<file path="src/rtl/pc_fetch_ctrl_if.sv">
// Instruction-fetch handshake between pc_fetch_ctrl and instruction memory.
//   if_req   : fetch request, held high while waiting for the word
//   if_addr  : word address being fetched (tracks the controller's pc)
//   if_ready : memory presents the word for if_addr this cycle
// master = fetch controller, slave = instruction memory.
interface pc_fetch_ctrl_if;
  logic        if_req;
  logic [31:0] if_addr;
  logic        if_ready;

  modport master (
    output if_req,
    output if_addr,
    input  if_ready
  );

  modport slave (
    input  if_req,
    input  if_addr,
    output if_ready
  );
endinterface

</file>
<file path="src/rtl/pc_fetch_ctrl.sv">
// Program-counter and fetch-sequencing stage for the RISC-V core.
// Owns the PC, fetches over a ready handshake, then holds the instruction in
// EXEC while the branch/jump outcome is resolved into the next PC.
// A taken redirect to a non-word-aligned target halts until reset.
//   clk, rst_n   : core clock (rising edge), async active-low reset
//   fetch        : instruction-fetch handshake (if_req/if_addr/if_ready)
//   stall        : hold the current instruction in EXEC
//   npc_op       : next-PC operation (SEQ/BEQ/BNE/BLT/BGE/JAL/JALR)
//   branch_flag  : ALU compare flags {a>b, a<b, a==b}, one-hot when legal
//   imm          : sign-extended B/J offset
//   jalr_base    : rs1+imm from the ALU for JALR
//   pc, pc_plus4 : current PC and its link value
//   exec_valid   : instruction held in EXEC
//   taken        : EXEC instruction redirects the PC (combinational)
//   misalign     : sticky misaligned-redirect indicator
module pc_fetch_ctrl #(
  parameter logic [31:0] RESET_PC = 32'h0000_0000
) (
  input  logic                   clk,
  input  logic                   rst_n,
  pc_fetch_ctrl_if.master        fetch,
  input  logic                   stall,
  input  logic [2:0]             npc_op,
  input  logic [2:0]             branch_flag,
  input  logic [31:0]            imm,
  input  logic [31:0]            jalr_base,
  output logic [31:0]            pc,
  output logic [31:0]            pc_plus4,
  output logic                   exec_valid,
  output logic                   taken,
  output logic                   misalign
);

  typedef enum logic [1:0] {
    BOOT  = 2'd0,
    FETCH = 2'd1,
    EXEC  = 2'd2,
    HALT  = 2'd3
  } state_t;

  typedef enum logic [2:0] {
    OP_SEQ  = 3'b000,
    OP_BEQ  = 3'b001,
    OP_BNE  = 3'b010,
    OP_BLT  = 3'b011,
    OP_BGE  = 3'b100,
    OP_JAL  = 3'b101,
    OP_JALR = 3'b110,
    OP_RSVD = 3'b111
  } npc_op_t;

  typedef enum logic [2:0] {
    FLAG_EQ = 3'b001,
    FLAG_LT = 3'b010,
    FLAG_GT = 3'b100
  } flag_t;

  state_t      state;
  logic        if_req_q;
  logic        cond_hit;
  logic [31:0] target;
  logic [31:0] next_pc;
  logic        bad_target;

  assign pc_plus4      = pc + 32'd4;
  assign fetch.if_req  = if_req_q;
  assign fetch.if_addr = pc;

  // Illegal (non one-hot) flag codes match none of the compares, which makes
  // BNE taken and BGE not taken.
  always_comb begin
    cond_hit = 1'b0;
    case (npc_op)
      OP_BEQ:          cond_hit = (branch_flag == FLAG_EQ);
      OP_BNE:          cond_hit = (branch_flag != FLAG_EQ);
      OP_BLT:          cond_hit = (branch_flag == FLAG_LT);
      OP_BGE:          cond_hit = (branch_flag == FLAG_EQ) || (branch_flag == FLAG_GT);
      OP_JAL, OP_JALR: cond_hit = 1'b1;
      default:         cond_hit = 1'b0;
    endcase
  end

  // JALR clears only bit 0, so bit 1 can still produce a misaligned target.
  assign target     = (npc_op == OP_JALR) ? (jalr_base & 32'hFFFF_FFFE) : (pc + imm);
  assign taken      = (state == EXEC) && cond_hit;
  assign next_pc    = taken ? target : pc_plus4;
  assign bad_target = taken && (target[1:0] != 2'b00);

  always_ff @(posedge clk or negedge rst_n) begin
    if (!rst_n) begin
      state      <= BOOT;
      pc         <= RESET_PC;
      if_req_q   <= 1'b0;
      exec_valid <= 1'b0;
      misalign   <= 1'b0;
    end else begin
      case (state)
        BOOT: begin
          state    <= FETCH;
          if_req_q <= 1'b1;
        end
        FETCH: begin
          if (fetch.if_ready) begin
            state      <= EXEC;
            if_req_q   <= 1'b0;
            exec_valid <= 1'b1;
          end
        end
        EXEC: begin
          if (!stall) begin
            exec_valid <= 1'b0;
            if (bad_target) begin
              misalign <= 1'b1;
              state    <= HALT;
            end else begin
              pc       <= next_pc;
              if_req_q <= 1'b1;
              state    <= FETCH;
            end
          end
        end
        HALT: begin
          if_req_q   <= 1'b0;
          exec_valid <= 1'b0;
        end
        default: begin
          state      <= HALT;
          if_req_q   <= 1'b0;
          exec_valid <= 1'b0;
        end
      endcase
    end
  end

endmodule

</file>
<file path="src/flat_wrapper.sv">
// flat-port wrapper written by rule: the top's interface ports become plain ports
module pc_fetch_ctrl_flat 
#(
  parameter logic [31:0] RESET_PC = 32'h0000_0000
)
  (clk, rst_n, stall, npc_op, branch_flag, imm, jalr_base, pc, pc_plus4, exec_valid, taken, misalign, fetch_if_req, fetch_if_addr, fetch_if_ready);
  pc_fetch_ctrl_if fetch_i ();
  input  logic clk;
  input  logic rst_n;
  input  logic stall;
  input  logic [2:0] npc_op;
  input  logic [2:0] branch_flag;
  input  logic [31:0] imm;
  input  logic [31:0] jalr_base;
  output logic [31:0] pc;
  output logic [31:0] pc_plus4;
  output logic exec_valid;
  output logic taken;
  output logic misalign;
  output wire logic [$bits(fetch_i.if_req)-1:0] fetch_if_req;
  output wire logic [$bits(fetch_i.if_addr)-1:0] fetch_if_addr;
  input wire logic [$bits(fetch_i.if_ready)-1:0] fetch_if_ready;
  assign fetch_if_req = fetch_i.if_req;
  assign fetch_if_addr = fetch_i.if_addr;
  assign fetch_i.if_ready = fetch_if_ready;
  pc_fetch_ctrl #(.RESET_PC(RESET_PC)) u_core (.clk(clk), .rst_n(rst_n), .fetch(fetch_i), .stall(stall), .npc_op(npc_op), .branch_flag(branch_flag), .imm(imm), .jalr_base(jalr_base), .pc(pc), .pc_plus4(pc_plus4), .exec_valid(exec_valid), .taken(taken), .misalign(misalign));
endmodule
</file>
<file path="config.mk">
export PLATFORM = sky130hd
export DESIGN_NAME = pc_fetch_ctrl_flat
export DESIGN_NICKNAME = d
export VERILOG_FILES = /design/src/rtl/pc_fetch_ctrl_if.sv /design/src/rtl/pc_fetch_ctrl.sv /design/src/flat_wrapper.sv
export SDC_FILE = /design/constraint.sdc
export NUM_CORES = 1
export LEC_CHECK = 0
export ABC_AREA = 1
export BUFFER_PORTS_ARGS = -buffer_cell sky130_fd_sc_hd__buf_2
export CAP_MARGIN = 20
export CORE_UTILIZATION = 57
export CTS_BUF_LIST = sky130_fd_sc_hd__clkbuf_16
export DETAILED_ROUTE_END_ITERATION = 7
export HOLD_SLACK_MARGIN = 0.02
export PLACE_DENSITY = 0.94
export SETUP_SLACK_MARGIN = 0.02
export SLEW_MARGIN = 20
export SYNTH_ARGS = -nofsm -noshare
export SYNTH_HDL_FRONTEND = slang
export SYNTH_SLANG_ARGS = --single-unit
</file>
<file path="constraint.sdc">
create_clock -name clk -period 3.8 [get_ports clk]
set_input_delay 0.76 -clock clk [delete_from_list [all_inputs] [get_ports clk]]
set_output_delay 0.76 -clock clk [all_outputs]
set_load 0.01 [all_outputs]
</file>
==> out/metrics.cfg <==
[clock_tree]
cts_buffers=5
cts_resized=0
cts_hold_buf=0
clockBufferDepth=2
clock_latency_ps=280
cts_sinks=37
ctsRootBufferMaster=clkbuf_16
tritoncts=built
ctsHtreeMaxLevel=2
post_cts_buffers=0
path_clk_slew_ps=60

[outcome]
violations=DRC
run_status=complete, but fails checks

[finish]
antenna_cells=0
final_nets=1186
drive_gt1_share_pct=18.8
syn_to_final_growth_pct=15.9
n_fill_cell=866

[detailed_routing]
dr.pass1.iters=7
wl_per_cell_um=14.6
avgViaCountPerCell=5.50
vias=6534
drcViolationCount=2
routed_wl_um=17300
ant_nets=0
initialDrtViolationCount=441

[logic_synthesis]
netlist_area_mm2=0.00537
synth_cell_types=37
syn_inst=943
ys_ff_latch=37
synth_top_cell_area_share_pct=22.1
synth_top_area_cell=nand2_1
synth_area_leaders=nand2_1 22%, dfrtp_1 17%, inv_1 8.9%, ha_1 8.4%, nor2_1 8.4%
syn-num-nets=1054
ys_seq_area_share_pct=17.2
ys_warn_count=0
postSynthAreaPerCell_um2=5.70

[die]
initial_core_util_pct=58.4
die_h_um=99.1
io_pins=174
std_cell_rows=35
die_x_um=99.1
core-area_mm2=0.00920
die_area_mm2=0.00982

[timing]
finalCriticalPeriod_ps=2990
whs_ps=479
fin_skew_ps=4.16
period_share_pct=78.6
slew_violations=0
tns_ps=0
relSlewSlack_pct=44.1
max_freq_mhz=335
rsz0062_at_grt=false
setup_violations=0
final_hold_viol_count=0
tightest_slew_ps=838

[setup_path]
worst-path-max-fanout=6
worstSetupEndpointType=output pin
worstPathArrival_ps=2230
cp.required_ps=3040
startpoint_type=flip-flop
crit_type=reg -> out

[worst_hold_path]
hold_path.class=reg -> reg

[pwr]
power.density_mw_per_mm2=745
power_leakage_nw=3.68
irDropWorstVdd_v=0.000408
finalPower_w=0.00464

[global_route]
grt_usage_pct=35.7
grt_max_degree=42
grt_pass1_vias=5849
grt_overflow_total=0
antenna_found_initial=0
grt_pass1_wl_um=27600

[placement]
dp_hpwl_um=13900
gp_congestion=1.02
port_buffers=172

[job]
cap_viol_max_count=0

kinds of logic after synthesis:
logic type,after synthesis,share of synthesized area [%]
DFF,37,17.2
xor gates and xnor gates,34,5.68
adders and majority gates,37,8.76
buffers and inverters,181,15.3
and+or+nand+nor,544,42.2
AOI/OAI and AO/OA,110,10.9
layer usage:
layer	global-route usage, %	vias up	share of wire [%]
li1	-	3197	-
met1	48.0	2917	43
met2	58.6	365	45
met3	3.05	55	8.8
met4	15.4	0	3.8
met5	0	-	0
stage by stage:
step	util (%)	cell area, µm²	instances	setup slack [ps]
floorplan	-	5370	943	1460
global placement	66.0	6070	1179	751
detailed placement	66.0	6070	1179	704
CTS	67.7	6230	1187	839
global route	67.7	6230	1187	700
finish	67.7	6230	1187	814
final cells by class:
type,instances,area (µm²),area share (%)
Sequential cell,37,926,14.9
Clock inverter,3,37.5,0.603
Multi-Input combinational cell,725,3630,58.2
Inverter,131,492,7.89
Clock buffer,5,125,2.01
Tap cell,111,139,2.23
Timing Repair Buffer,175,883,14.2
registers in the layout, indices dropped and copies added, names as in the netlist:
register and count:
u_core.exec_valid 1, u_core.fetch.if_addr 32, u_core.fetch.if_req 1, u_core.misalign 1, u_core.state 2
cells in the final DEF (no fill, tap or decap), types with 3 or more instances in the layout:
cell type / Yosys / layout
nor2_1: 120 / 120
a31oi_1: 5 / 5
dfrtp_1: 37 / 37
nor4_1: 4 / 4
inv_2: 3 / 3
nand3_2: 3 / 3
nor3_1: 22 / 22
ha_1: 36 / 36
or2_2: 4 / 4
nand3_1: 50 / 50
o21ai_0: 27 / 27
a21oi_1: 66 / 66
nand4_1: 5 / 5
nand3b_1: 5 / 5
buf_4: 36 / 3
xor2_1: 23 / 23
clkbuf_16: 0 / 5
o21bai_1: 7 / 7
xnor2_1: 10 / 10
and2_1: 3 / 3
inv_1: 128 / 129
nand2_1: 316 / 316
buf_2: 5 / 172
nor3_2: 4 / 4
Yosys cell counts, drive strengths merged:
master  number
or2          5
buf         43
dfrtp       37
xnor2       11
clkbuf       7
nor3        26
o211ai       2
nand4        5
fa           1
o21ai       28
nor4         4
nor3b        1
o21bai       7
xor2        23
a31oi        5
a21o         1
a22oi        1
and2         3
nand3       53
nor2       123
ha          36
nand3b       5
a21oi       66
nand2      319
inv        131
power breakdown:
part / switching [W] / total (W) / internal [W]
Clock: 0.000154 / 0.000458 / 0.000305
Combinational: 0.00203 / 0.00321 / 0.00118
Sequential: 0.000414 / 0.000975 / 0.000561
worst max-delay path: stages (launching register included):
cell	delay, ps
dfrtp_1	470
ha_1	260
inv_1	140
nor3_2	230
nand2_1	190
nor3_2	240
xor2_1	240
buf_2	170
worst paths after layout:
path                                          from                  endpoint  slack, ps  depth (start not counted)
min reg2reg                        u_core.misalign           u_core.misalign        480                          1
min in group asynchronous                    rst_n           u_core.state[0]        580                          1
max in group asynchronous                    rst_n  u_core.fetch.if_addr[20]       2680                          1
max                        u_core.fetch.if_addr[2]              pc_plus4[26]        810                          7
min                                u_core.misalign           u_core.misalign        480                          1
max reg2reg                u_core.fetch.if_addr[0]  u_core.fetch.if_addr[23]       1080                         13
(Power assumes the default switching activity.)
